### config.mk
export PLATFORM = sky130hd
export DESIGN_NAME = cw305_usb_bus_master
export DESIGN_NICKNAME = d
export VERILOG_FILES = /design/src/rtl/cw305_usb_pkg.sv /design/src/rtl/cw305_sat_counter.sv /design/src/rtl/cw305_usb_bus_master.sv
export SDC_FILE = /design/constraint.sdc
export NUM_CORES = 1
export LEC_CHECK = 0
export ABC_CLOCK_PERIOD_IN_PS = 2680
export CELL_PAD_IN_SITES_DETAIL_PLACEMENT = 1
export CELL_PAD_IN_SITES_GLOBAL_PLACEMENT = 1
export CORE_MARGIN = 4
export CORE_UTILIZATION = 33
export CTS_CLUSTER_SIZE = 25
export DETAILED_ROUTE_END_ITERATION = 16
export GPL_ROUTABILITY_DRIVEN = 0
export HOLD_SLACK_MARGIN = 0.02
export PLACE_DENSITY = 0.82
export SYNTH_ARGS = -nofsm -noshare
export SYNTH_HDL_FRONTEND = slang
export SYNTH_SLANG_ARGS = --single-unit
### constraint.sdc
create_clock -name usb_clk -period 2.68 [get_ports usb_clk]
set_input_delay 0.402 -clock usb_clk [delete_from_list [all_inputs] [get_ports usb_clk]]
set_output_delay 0.402 -clock usb_clk [all_outputs]
set_load 0.02 [all_outputs]
### src/rtl/cw305_usb_pkg.sv
// Shared types and timing limits for the CW305 USB register-bus master.
package cw305_usb_pkg;

    localparam int TIMER_W    = 4;
    localparam int TIMING_MIN = 1;
    localparam int TIMING_MAX = 15;

    typedef enum logic [1:0] {
        IDLE   = 2'd0,
        SETUP  = 2'd1,
        STROBE = 2'd2,
        HOLD   = 2'd3
    } bus_state_e;

endpackage

### src/rtl/cw305_sat_counter.sv
// Saturating up-counter used for the optional transfer statistics.
module cw305_sat_counter #(
    parameter int WIDTH = 16
) (
    input  logic             clk,
    input  logic             srst,
    input  logic             inc_i,
    output logic [WIDTH-1:0] count_o
);

    logic [WIDTH-1:0] count_q;
    logic [WIDTH-1:0] count_d;

    always_comb begin
        count_d = count_q;
        if (inc_i && (count_q != {WIDTH{1'b1}})) begin
            count_d = count_q + WIDTH'(1);
        end
    end

    always_ff @(posedge clk) begin
        if (srst) begin
            count_q <= '0;
        end else begin
            count_q <= count_d;
        end
    end

    assign count_o = count_q;

endmodule

### src/rtl/cw305_usb_bus_master.sv
// Initiator for the CW305 8-bit USB register bus: one command -> one timed bus cycle.
// Optional transfer counters are enabled by defining USB_MASTER_STATS_EN.
module cw305_usb_bus_master
    import cw305_usb_pkg::*;
#(
    parameter int pADDR_WIDTH = 21,
    parameter int pSETUP      = 1,
    parameter int pSTROBE     = 2,
    parameter int pHOLD       = 1
) (
    input  logic                   usb_clk,
    input  logic                   rst,
    input  logic                   cmd_valid,
    output logic                   cmd_ready,
    input  logic                   cmd_write,
    input  logic [pADDR_WIDTH-1:0] cmd_addr,
    input  logic [7:0]             cmd_wdata,
    output logic                   rsp_valid,
    output logic                   rsp_write,
    output logic [7:0]             rsp_rdata,
    output logic [pADDR_WIDTH-1:0] usb_addr,
    output logic [7:0]             usb_dout,
    output logic                   usb_data_oe,
    input  logic [7:0]             usb_din,
    output logic                   usb_cen,
    output logic                   usb_rdn,
    output logic                   usb_wrn
`ifdef USB_MASTER_STATS_EN
    ,
    output logic [15:0]            stat_wr_cnt,
    output logic [15:0]            stat_rd_cnt
`endif
);

    if (pSETUP < TIMING_MIN || pSETUP > TIMING_MAX) begin : g_bad_setup
        $error("cw305_usb_bus_master: pSETUP out of range 1..15");
    end
    if (pSTROBE < TIMING_MIN || pSTROBE > TIMING_MAX) begin : g_bad_strobe
        $error("cw305_usb_bus_master: pSTROBE out of range 1..15");
    end
    if (pHOLD < TIMING_MIN || pHOLD > TIMING_MAX) begin : g_bad_hold
        $error("cw305_usb_bus_master: pHOLD out of range 1..15");
    end

    // The phase timer counts down to zero, so each phase loads (cycles - 1).
    localparam logic [TIMER_W-1:0] SETUP_LOAD  = TIMER_W'(pSETUP - 1);
    localparam logic [TIMER_W-1:0] STROBE_LOAD = TIMER_W'(pSTROBE - 1);
    localparam logic [TIMER_W-1:0] HOLD_LOAD   = TIMER_W'(pHOLD - 1);

    bus_state_e             state_q;
    logic [TIMER_W-1:0]     timer_q;
    logic                   write_q;
    logic                   cmd_ready_q;
    logic                   rsp_valid_q;
    logic                   rsp_write_q;
    logic [7:0]             rsp_rdata_q;
    logic [pADDR_WIDTH-1:0] addr_q;
    logic [7:0]             dout_q;
    logic                   oe_q;
    logic                   cen_q;
    logic                   rdn_q;
    logic                   wrn_q;

    always_ff @(posedge usb_clk) begin
        if (rst) begin
            state_q     <= IDLE;
            timer_q     <= '0;
            write_q     <= 1'b0;
            cmd_ready_q <= 1'b0;
            rsp_valid_q <= 1'b0;
            rsp_write_q <= 1'b0;
            rsp_rdata_q <= '0;
            addr_q      <= '0;
            dout_q      <= '0;
            oe_q        <= 1'b0;
            cen_q       <= 1'b1;
            rdn_q       <= 1'b1;
            wrn_q       <= 1'b1;
        end else begin
            rsp_valid_q <= 1'b0;
            case (state_q)
                IDLE: begin
                    cmd_ready_q <= 1'b1;
                    if (cmd_valid && cmd_ready_q) begin
                        cmd_ready_q <= 1'b0;
                        write_q     <= cmd_write;
                        addr_q      <= cmd_addr;
                        cen_q       <= 1'b0;
                        if (cmd_write) begin
                            dout_q <= cmd_wdata;
                            oe_q   <= 1'b1;
                        end
                        timer_q <= SETUP_LOAD;
                        state_q <= SETUP;
                    end
                end
                SETUP: begin
                    if (timer_q == '0) begin
                        rdn_q   <= write_q;
                        wrn_q   <= ~write_q;
                        timer_q <= STROBE_LOAD;
                        state_q <= STROBE;
                    end else begin
                        timer_q <= timer_q - TIMER_W'(1);
                    end
                end
                STROBE: begin
                    if (timer_q == '0) begin
                        // Sample on the edge that ends the strobe, while the target still drives.
                        if (!write_q) begin
                            rsp_rdata_q <= usb_din;
                        end
                        rdn_q   <= 1'b1;
                        wrn_q   <= 1'b1;
                        timer_q <= HOLD_LOAD;
                        state_q <= HOLD;
                    end else begin
                        timer_q <= timer_q - TIMER_W'(1);
                    end
                end
                HOLD: begin
                    if (timer_q == '0) begin
                        cen_q       <= 1'b1;
                        oe_q        <= 1'b0;
                        rsp_valid_q <= 1'b1;
                        rsp_write_q <= write_q;
                        cmd_ready_q <= 1'b1;
                        state_q     <= IDLE;
                    end else begin
                        timer_q <= timer_q - TIMER_W'(1);
                    end
                end
                default: state_q <= IDLE;
            endcase
        end
    end

    assign cmd_ready   = cmd_ready_q;
    assign rsp_valid   = rsp_valid_q;
    assign rsp_write   = rsp_write_q;
    assign rsp_rdata   = rsp_rdata_q;
    assign usb_addr    = addr_q;
    assign usb_dout    = dout_q;
    assign usb_data_oe = oe_q;
    assign usb_cen     = cen_q;
    assign usb_rdn     = rdn_q;
    assign usb_wrn     = wrn_q;

`ifdef USB_MASTER_STATS_EN
    cw305_sat_counter #(.WIDTH(16)) u_stat_wr (
        .clk     (usb_clk),
        .srst    (rst),
        .inc_i   (rsp_valid_q && rsp_write_q),
        .count_o (stat_wr_cnt)
    );

    cw305_sat_counter #(.WIDTH(16)) u_stat_rd (
        .clk     (usb_clk),
        .srst    (rst),
        .inc_i   (rsp_valid_q && !rsp_write_q),
        .count_o (stat_rd_cnt)
    );
`endif

endmodule
==> results.py, run 1 <==
metrics = {
    "cells_and_area": {
        "fillers": 759,
        "utilization": 0.502,
        "stdcell_area_um2": 3170,
        "drive_gt1_frac": 0.0633,
        "regArea_um2": 1020,
        "synthToLayoutAreaGrowth_pct": 48.0,
        "diodes": 0,
        "multi_input_area_um2": 1040,
        "nets": 378,
    },
    "drt": {
        "vias_per_cell": 4.98,
        "ant_nets": 0,
        "avgRoutedWirePerCell_um": 15.3,
        "dr.first_iter.drc_count": 39,
        "firstDrtPassIters": 3,
        "vias": 2036,
        "routed_wl_um": 6240,
        "drc": 0,
    },
    "clocking": {
        "tritoncts": "yes",
        "clockBufferDepth": 2,
        "cts_hold_buf": 0,
        "post_cts_buffers": 0,
        "h-tree-depth": 2,
        "cts_made_buffers": 5,
        "cts-root-buf": "clkbuf_8",
        "ctsResizeCount": 0,
        "clk_latency_ns": 0.31,
        "path_clk_slew_ns": 0.10,
        "cts.sinks": 51,
    },
    "yosys": {
        "synth_edf_count": 0,
        "synth-seq-area-share": 0.477,
        "yosys_warnings": 0,
        "synth_area_leaders": "dfxtp_1 (48%), nand2_1 (11%), a21oi_1 (8.2%)",
        "synth_cell_types": 39,
        "synth_top_area_share": 0.477,
        "ys_ff_latch": 51,
        "synth.most_common_cell": "nand2_1",
        "synth.net_count": 297,
        "ys_async_sr_fraction": 0,
        "synth_top_flop_cell": "dfxtp_1",
        "syn_inst": 250,
        "syn_area_per_cell_um2": 8.56,
        "synthesis.area_um2": 2140,
        "yosys.area.top_type": "dfxtp_1",
        "synth_commonest_cells": "nand2_1 (60), dfxtp_1 (51), a21oi_1 (35), nand2b_1 (18), clkbuf_1 (11)",
    },
    "global_route": {
        "grt_max_degree": 27,
        "grt_pass1_wl_um": 10100,
        "grt.overflow.total": 0,
        "grt_pass1_vias": 2142,
        "antenna_found_initial": 0,
        "grt.total_usage": 0.166,
    },
    "power_and_ir_drop": {
        "intPower_mw": 1.63,
        "comb_power_share": 0.401,
        "p_leak_nw": 1.15,
        "power.switching_mw": 0.918,
        "switching_share": 0.360,
        "power_frac_seq": 0.381,
        "vdd_drop_max_mv": 0.466,
        "p_clk_frac": 0.218,
        "power.density_nw_per_um2": 805,
    },
    "floorplanning": {
        "die_y_um": 88.5,
        "io-pin-count": 85,
        "fp-row-count": 29,
        "core_area_um2": 6310,
        "dieArea_um2": 7840,
        "start_util": 0.339,
        "fp.dieW_um": 88.5,
    },
    "timing": {
        "setup_viol": 0,
        "slew_headroom": 0.677,
        "setup_slack_ns": 0.765,
        "tightest_slew_ns": 0.484,
        "max_freq_mhz": 522,
        "rsz0062_at_grt": "false",
        "slew_violations": 0,
        "fin_setup_tns_ns": 0,
        "fin_crit_sh": 0.715,
        "finalClockSkew_ns": 0.00838,
        "final_hold_viol_count": 0,
        "min_period_ns": 1.92,
    },
    "worst_hold_path": {
        "min_path_cells": 2,
        "hold_class": "flip-flop to flip-flop",
        "worstHoldStart": "usb_addr[20]",
        "min_to": "usb_addr[20]",
    },
    "run_status": {
        "status": "finished clean",
    },
    "worst_setup_path": {
        "cp.arrival_ns": 2.12,
        "path_class": "flip-flop to flip-flop",
        "rr_startpoint": "state_q[0]",
        "critPathSlowestCell": "ha_1",
        "cp_max_fo": 13,
        "cp-start-kind": "flip-flop",
        "rr_endpoint": "usb_addr[1]",
        "critical_path_required_ns": 2.89,
        "path_cells": "inv_1 -> ha_1 -> nand3_1 -> buf_4 -> nand2_1 -> a21oi_1",
        "worst_path_largest_cell_delay_ns": 0.45,
        "rrSetupSlack_ns": 0.76,
        "rr_worst_depth": 6,
        "crit_path_end_kind": "flip-flop",
    },
    "run": {
        "cap_violations": 0,
    },
    "placement": {
        "portBuffers": 84,
        "placed_cell_area_um2": 3050,
        "place_ws_ns": 0.715,
        "dp_hpwl_um": 4690,
    },
}
## cells by family after synthesis
kind of cell | Yosys count | share of synthesized area
multiplexers | 10 | 0.0468
buffers and inverters | 21 | 0.0415
flip-flops | 51 | 0.477
AO/OA/AOI/OAI | 51 | 0.139
adder cells (fa/ha/maj) | 6 | 0.0351
AND/OR/NAND/NOR | 111 | 0.261
## stage by stage
stage	power, mW	hold WS, ns	cells
floorplan	1.58	0.458	250
global placement	1.98	0.440	401
detailed placement	2.02	0.450	401
CTS	2.59	0.463	409
global route	2.71	0.485	409
finish	2.55	0.461	409
## state kept, by name, summed over array words and instances (netlist names)
name / flops
usb_rdn: 1
timer_q: 4
rsp_write: 1
usb_data_oe: 1
cmd_ready: 1
usb_dout: 8
usb_cen: 1
usb_wrn: 1
usb_addr: 21
write_q: 1
rsp_valid: 1
rsp_rdata: 8
state_q: 2
## worst max-delay path: cells and delay by family (launching register included)
family / cells / cell delay (ns)
buffers and inverters: 2 / 0.43
flip-flops: 1 / 0.34
AO/OA/AOI/OAI: 1 / 0.07
AND/OR/NAND/NOR: 2 / 0.51
adder cells (fa/ha/maj): 1 / 0.45
## power by group through the flow
stage               Clock (mW)  Sequential, mW  Combinational [mW]
finish                   0.556           0.972                1.02
global route             0.601           0.992                1.12
CTS                      0.577           0.975                1.04
detailed placement           0           0.992                1.03
global placement             0           0.981                1.00
floorplan                    0            1.10               0.479
## layer usage
metal  track usage  up-vias  part of all wire
met5             0        -                 0
met4        0.0659        0             0.019
met3        0.0419        9             0.050
met2         0.290       44              0.52
met1         0.195      979              0.41
li1              -     1004                 -
## worst max path at each step
stage	from	to	slack, ns	depth (start not counted)
4_1_cts	state_q[0]	usb_addr[2]	0.72	6
3_3_place_gp	cmd_valid	usb_data_oe	0.79	4
3_5_place_dp	cmd_valid	usb_data_oe	0.72	4
6_report	state_q[0]	usb_addr[1]	0.76	6
5_1_grt	state_q[0]	usb_addr[10]	0.55	6
2_1_floorplan	timer_q[0]	timer_q[0]	1.04	6
## final cells by class
class	count	share of cell area
inverters	5	0.00592
flip-flops and latches	51	0.322
well taps	77	0.0304
clock inverters	3	0.0146
multi-input cells	178	0.327
clock buffers	5	0.0217
repair buffers	90	0.278
## cell usage in the layout (no fill, tap or decap), types with 2 or more instances in the layout
cell             netlist  routed
clkdlybuf4s50_1        0      83
nand2_1               60      60
dfxtp_1               51      51
a21oi_1               35      35
nand2b_1              18      18
mux2i_1               10      10
nor2_1                 6       6
ha_1                   6       6
buf_4                  0       6
inv_1                  5       5
clkbuf_8               0       5
nand3_1                4       4
a21o_1                 3       3
o21bai_1               3       3
nand4_1                2       2
or3_1                  2       2
nor3b_1                3       2
nand4b_1               2       2
or2_2                  2       2
o21ai_0                2       2
nor2b_1                2       2
a211oi_1               2       2
Note: power is estimated with default switching activity, not from simulation.
==> run 2: changes to the inputs <==
--- a/config.mk
+++ b/config.mk
@@ -5,16 +5,16 @@
 export SDC_FILE = /design/constraint.sdc
 export NUM_CORES = 1
 export LEC_CHECK = 0
-export ABC_CLOCK_PERIOD_IN_PS = 2680
+export ABC_CLOCK_PERIOD_IN_PS = 1750
 export CELL_PAD_IN_SITES_DETAIL_PLACEMENT = 1
 export CELL_PAD_IN_SITES_GLOBAL_PLACEMENT = 1
 export CORE_MARGIN = 4
-export CORE_UTILIZATION = 33
+export CORE_UTILIZATION = 28
 export CTS_CLUSTER_SIZE = 25
 export DETAILED_ROUTE_END_ITERATION = 16
 export GPL_ROUTABILITY_DRIVEN = 0
 export HOLD_SLACK_MARGIN = 0.02
-export PLACE_DENSITY = 0.82
+export PLACE_DENSITY = 0.74
 export SYNTH_ARGS = -nofsm -noshare
 export SYNTH_HDL_FRONTEND = slang
 export SYNTH_SLANG_ARGS = --single-unit
==> constraint.sdc (replaced) <==
create_clock -name usb_clk -period 1.75 [get_ports usb_clk]
set_input_delay 0.2625 -clock usb_clk [delete_from_list [all_inputs] [get_ports usb_clk]]
set_output_delay 0.2625 -clock usb_clk [all_outputs]
set_load 0.02 [all_outputs]
==> results.py, run 2 (synthesized netlist as in run 1, its figures left out) <==
metrics = {
    "run_status": {
        "status": "finished clean",
    },
    "clocking": {
        "cts_hold_buf": 0,
        "cts-root-buf": "clkbuf_8",
        "tritoncts": "yes",
        "clockBufferDepth": 2,
        "path_clk_slew_ns": 0.10,
        "h-tree-depth": 2,
        "clk_latency_ns": 0.30,
        "cts_made_buffers": 5,
        "cts.sinks": 51,
    },
    "floorplanning": {
        "die_y_um": 95.4,
        "fp.dieW_um": 95.4,
        "start_util": 0.292,
        "io-pin-count": 85,
        "fp-row-count": 31,
        "core_area_um2": 7330,
        "dieArea_um2": 9110,
    },
    "placement": {
        "dp.cells": 430,
        "portBuffers": 84,
        "dp_hpwl_um": 4530,
        "placed_cell_area_um2": 3130,
    },
    "cells_and_area": {
        "diodes": 0,
        "drive_gt1_frac": 0.103,
        "layout_commonest_cell": "clkdlybuf4s50_1",
        "nets": 387,
        "synthToLayoutAreaGrowth_pct": 52.0,
        "largest_register_ffs": 21,
        "utilization": 0.444,
        "layout_common_cells": "clkdlybuf4s50_1 (82), nand2_1 (60), dfxtp_1 (49)",
        "stdcell_area_um2": 3250,
        "post_layout_nonfiller_instances": 440,
    },
    "worst_setup_path": {
        "rr_worst_depth": 6,
        "path_cells": "inv_1 -> ha_2 -> or3b_4 -> nor3b_2 -> buf_6 -> mux2i_2",
        "cp-start-kind": "flip-flop",
        "rrSetupSlack_ns": 0.07,
        "worst_path_largest_cell_delay_ns": 0.41,
        "cp.arrival_ns": 1.90,
        "critical_path_required_ns": 1.97,
        "cp_max_fo": 8,
        "path_class": "flip-flop to flip-flop",
        "crit_path_end_kind": "flip-flop",
        "critPathSlowestCell": "or3b_4",
    },
    "timing": {
        "fin_setup_tns_ns": 0,
        "tightest_slew_ns": 0.722,
        "slew_headroom": 0.519,
        "slew_violations": 0,
        "fin_crit_sh": 0.959,
        "rsz0062_at_grt": "true",
        "max_freq_mhz": 596,
        "timing.hold.ws_ns": 0.458,
        "setup_viol": 0,
        "min_period_ns": 1.68,
        "final_hold_viol_count": 0,
        "finalClockSkew_ns": 0.00791,
    },
    "drt": {
        "avgRoutedWirePerCell_um": 14.1,
        "firstDrtPassIters": 4,
        "vias": 2015,
        "dr.first_iter.drc_count": 54,
        "drc": 0,
        "ant_nets": 0,
        "vias_per_cell": 4.58,
        "routed_wl_um": 6190,
    },
    "power_and_ir_drop": {
        "p_leak_nw": 1.20,
        "power.density_nw_per_um2": 1180,
        "vdd_drop_max_mv": 0.370,
    },
    "global_route": {
        "grt_pass1_wl_um": 9740,
        "antenna_found_initial": 0,
        "grt_pass1_vias": 2098,
        "grt_util_met3": 0.0576,
        "grtUsageMet2": 0.235,
        "grt_max_degree": 46,
        "gr-max-usage-layer": "met2",
        "use_met1": 0.156,
        "grt.total_usage": 0.135,
        "grt.overflow.total": 0,
    },
    "run": {
        "cap_violations": 0,
    },
    "worst_hold_path": {
        "hold_class": "flip-flop to flip-flop",
        "min_path_cells": 2,
    },
}
## run 2: through the flow
step / total power [mW] / setup slack [ns]
floorplan: 2.42 / 0.112
global placement: 3.12 / 0.0808
detailed placement: 3.17 / -0.0209
CTS: 3.89 / 0.0174
global route: 4.12 / -0.00273
finish: 3.84 / 0.0716
## run 2: final cells by class
type                            count  area, µm²
Inverter                            5       18.8
Fill cell                         865       4080
Multi-Input combinational cell    178       1050
Tap cell                           99        124
Clock inverter                      2       12.5
Timing Repair Buffer               99        955
Sequential cell                    51       1020
Clock buffer                        6       72.6
## run 2: per-layer routing
layer / share of wire / vias to the layer above / routed length (µm)
li1: - / 1020 / -
met1: 0.42 / 940 / 2620
met2: 0.49 / 51 / 3060
met3: 0.077 / 4 / 478
met4: 0.0052 / 0 / 32
met5: 0 / - / 0
## run 2: critical path: cells and delay by family, from the launching register on
| family | cells | cell delay [ns] |
|---|---|---|
| simple gates | 2 | 0.60 |
| mux | 1 | 0.23 |
| flops | 1 | 0.34 |
| fa+ha+maj | 1 | 0.18 |
| buf+inv | 2 | 0.26 |
## run 2: report_power, final
group	total (mW)	switching (mW)	internal (mW)	leakage (nW)
logic	1.67	0.867	0.806	0.747
clock network	0.681	0.401	0.281	0.0412
registers	1.49	0.134	1.35	0.415
## run 2: worst paths after layout
check	start	endpoint
worst max-delay path	timer_q[1]	rsp_rdata[1]
worst min-delay path	usb_addr[7]	usb_addr[7]
worst max register to register	timer_q[1]	rsp_rdata[1]
worst min register to register	usb_addr[7]	usb_addr[7]
## run 2: timing repair
item	4_1_cts	5_1_grt
gates resized for setup	1	7
pin swaps	0	1
buffers inserted	2	0
setup endpoints to repair	7	12
==> run 3: changes to the inputs <==
--- a/config.mk
+++ b/config.mk
@@ -18,3 +18,4 @@
 export SYNTH_ARGS = -nofsm -noshare
 export SYNTH_HDL_FRONTEND = slang
 export SYNTH_SLANG_ARGS = --single-unit
+export TNS_END_PERCENT = 100
==> results of run 3 <==
No change in the layout: final DEF, timing and power equal those of run 2.
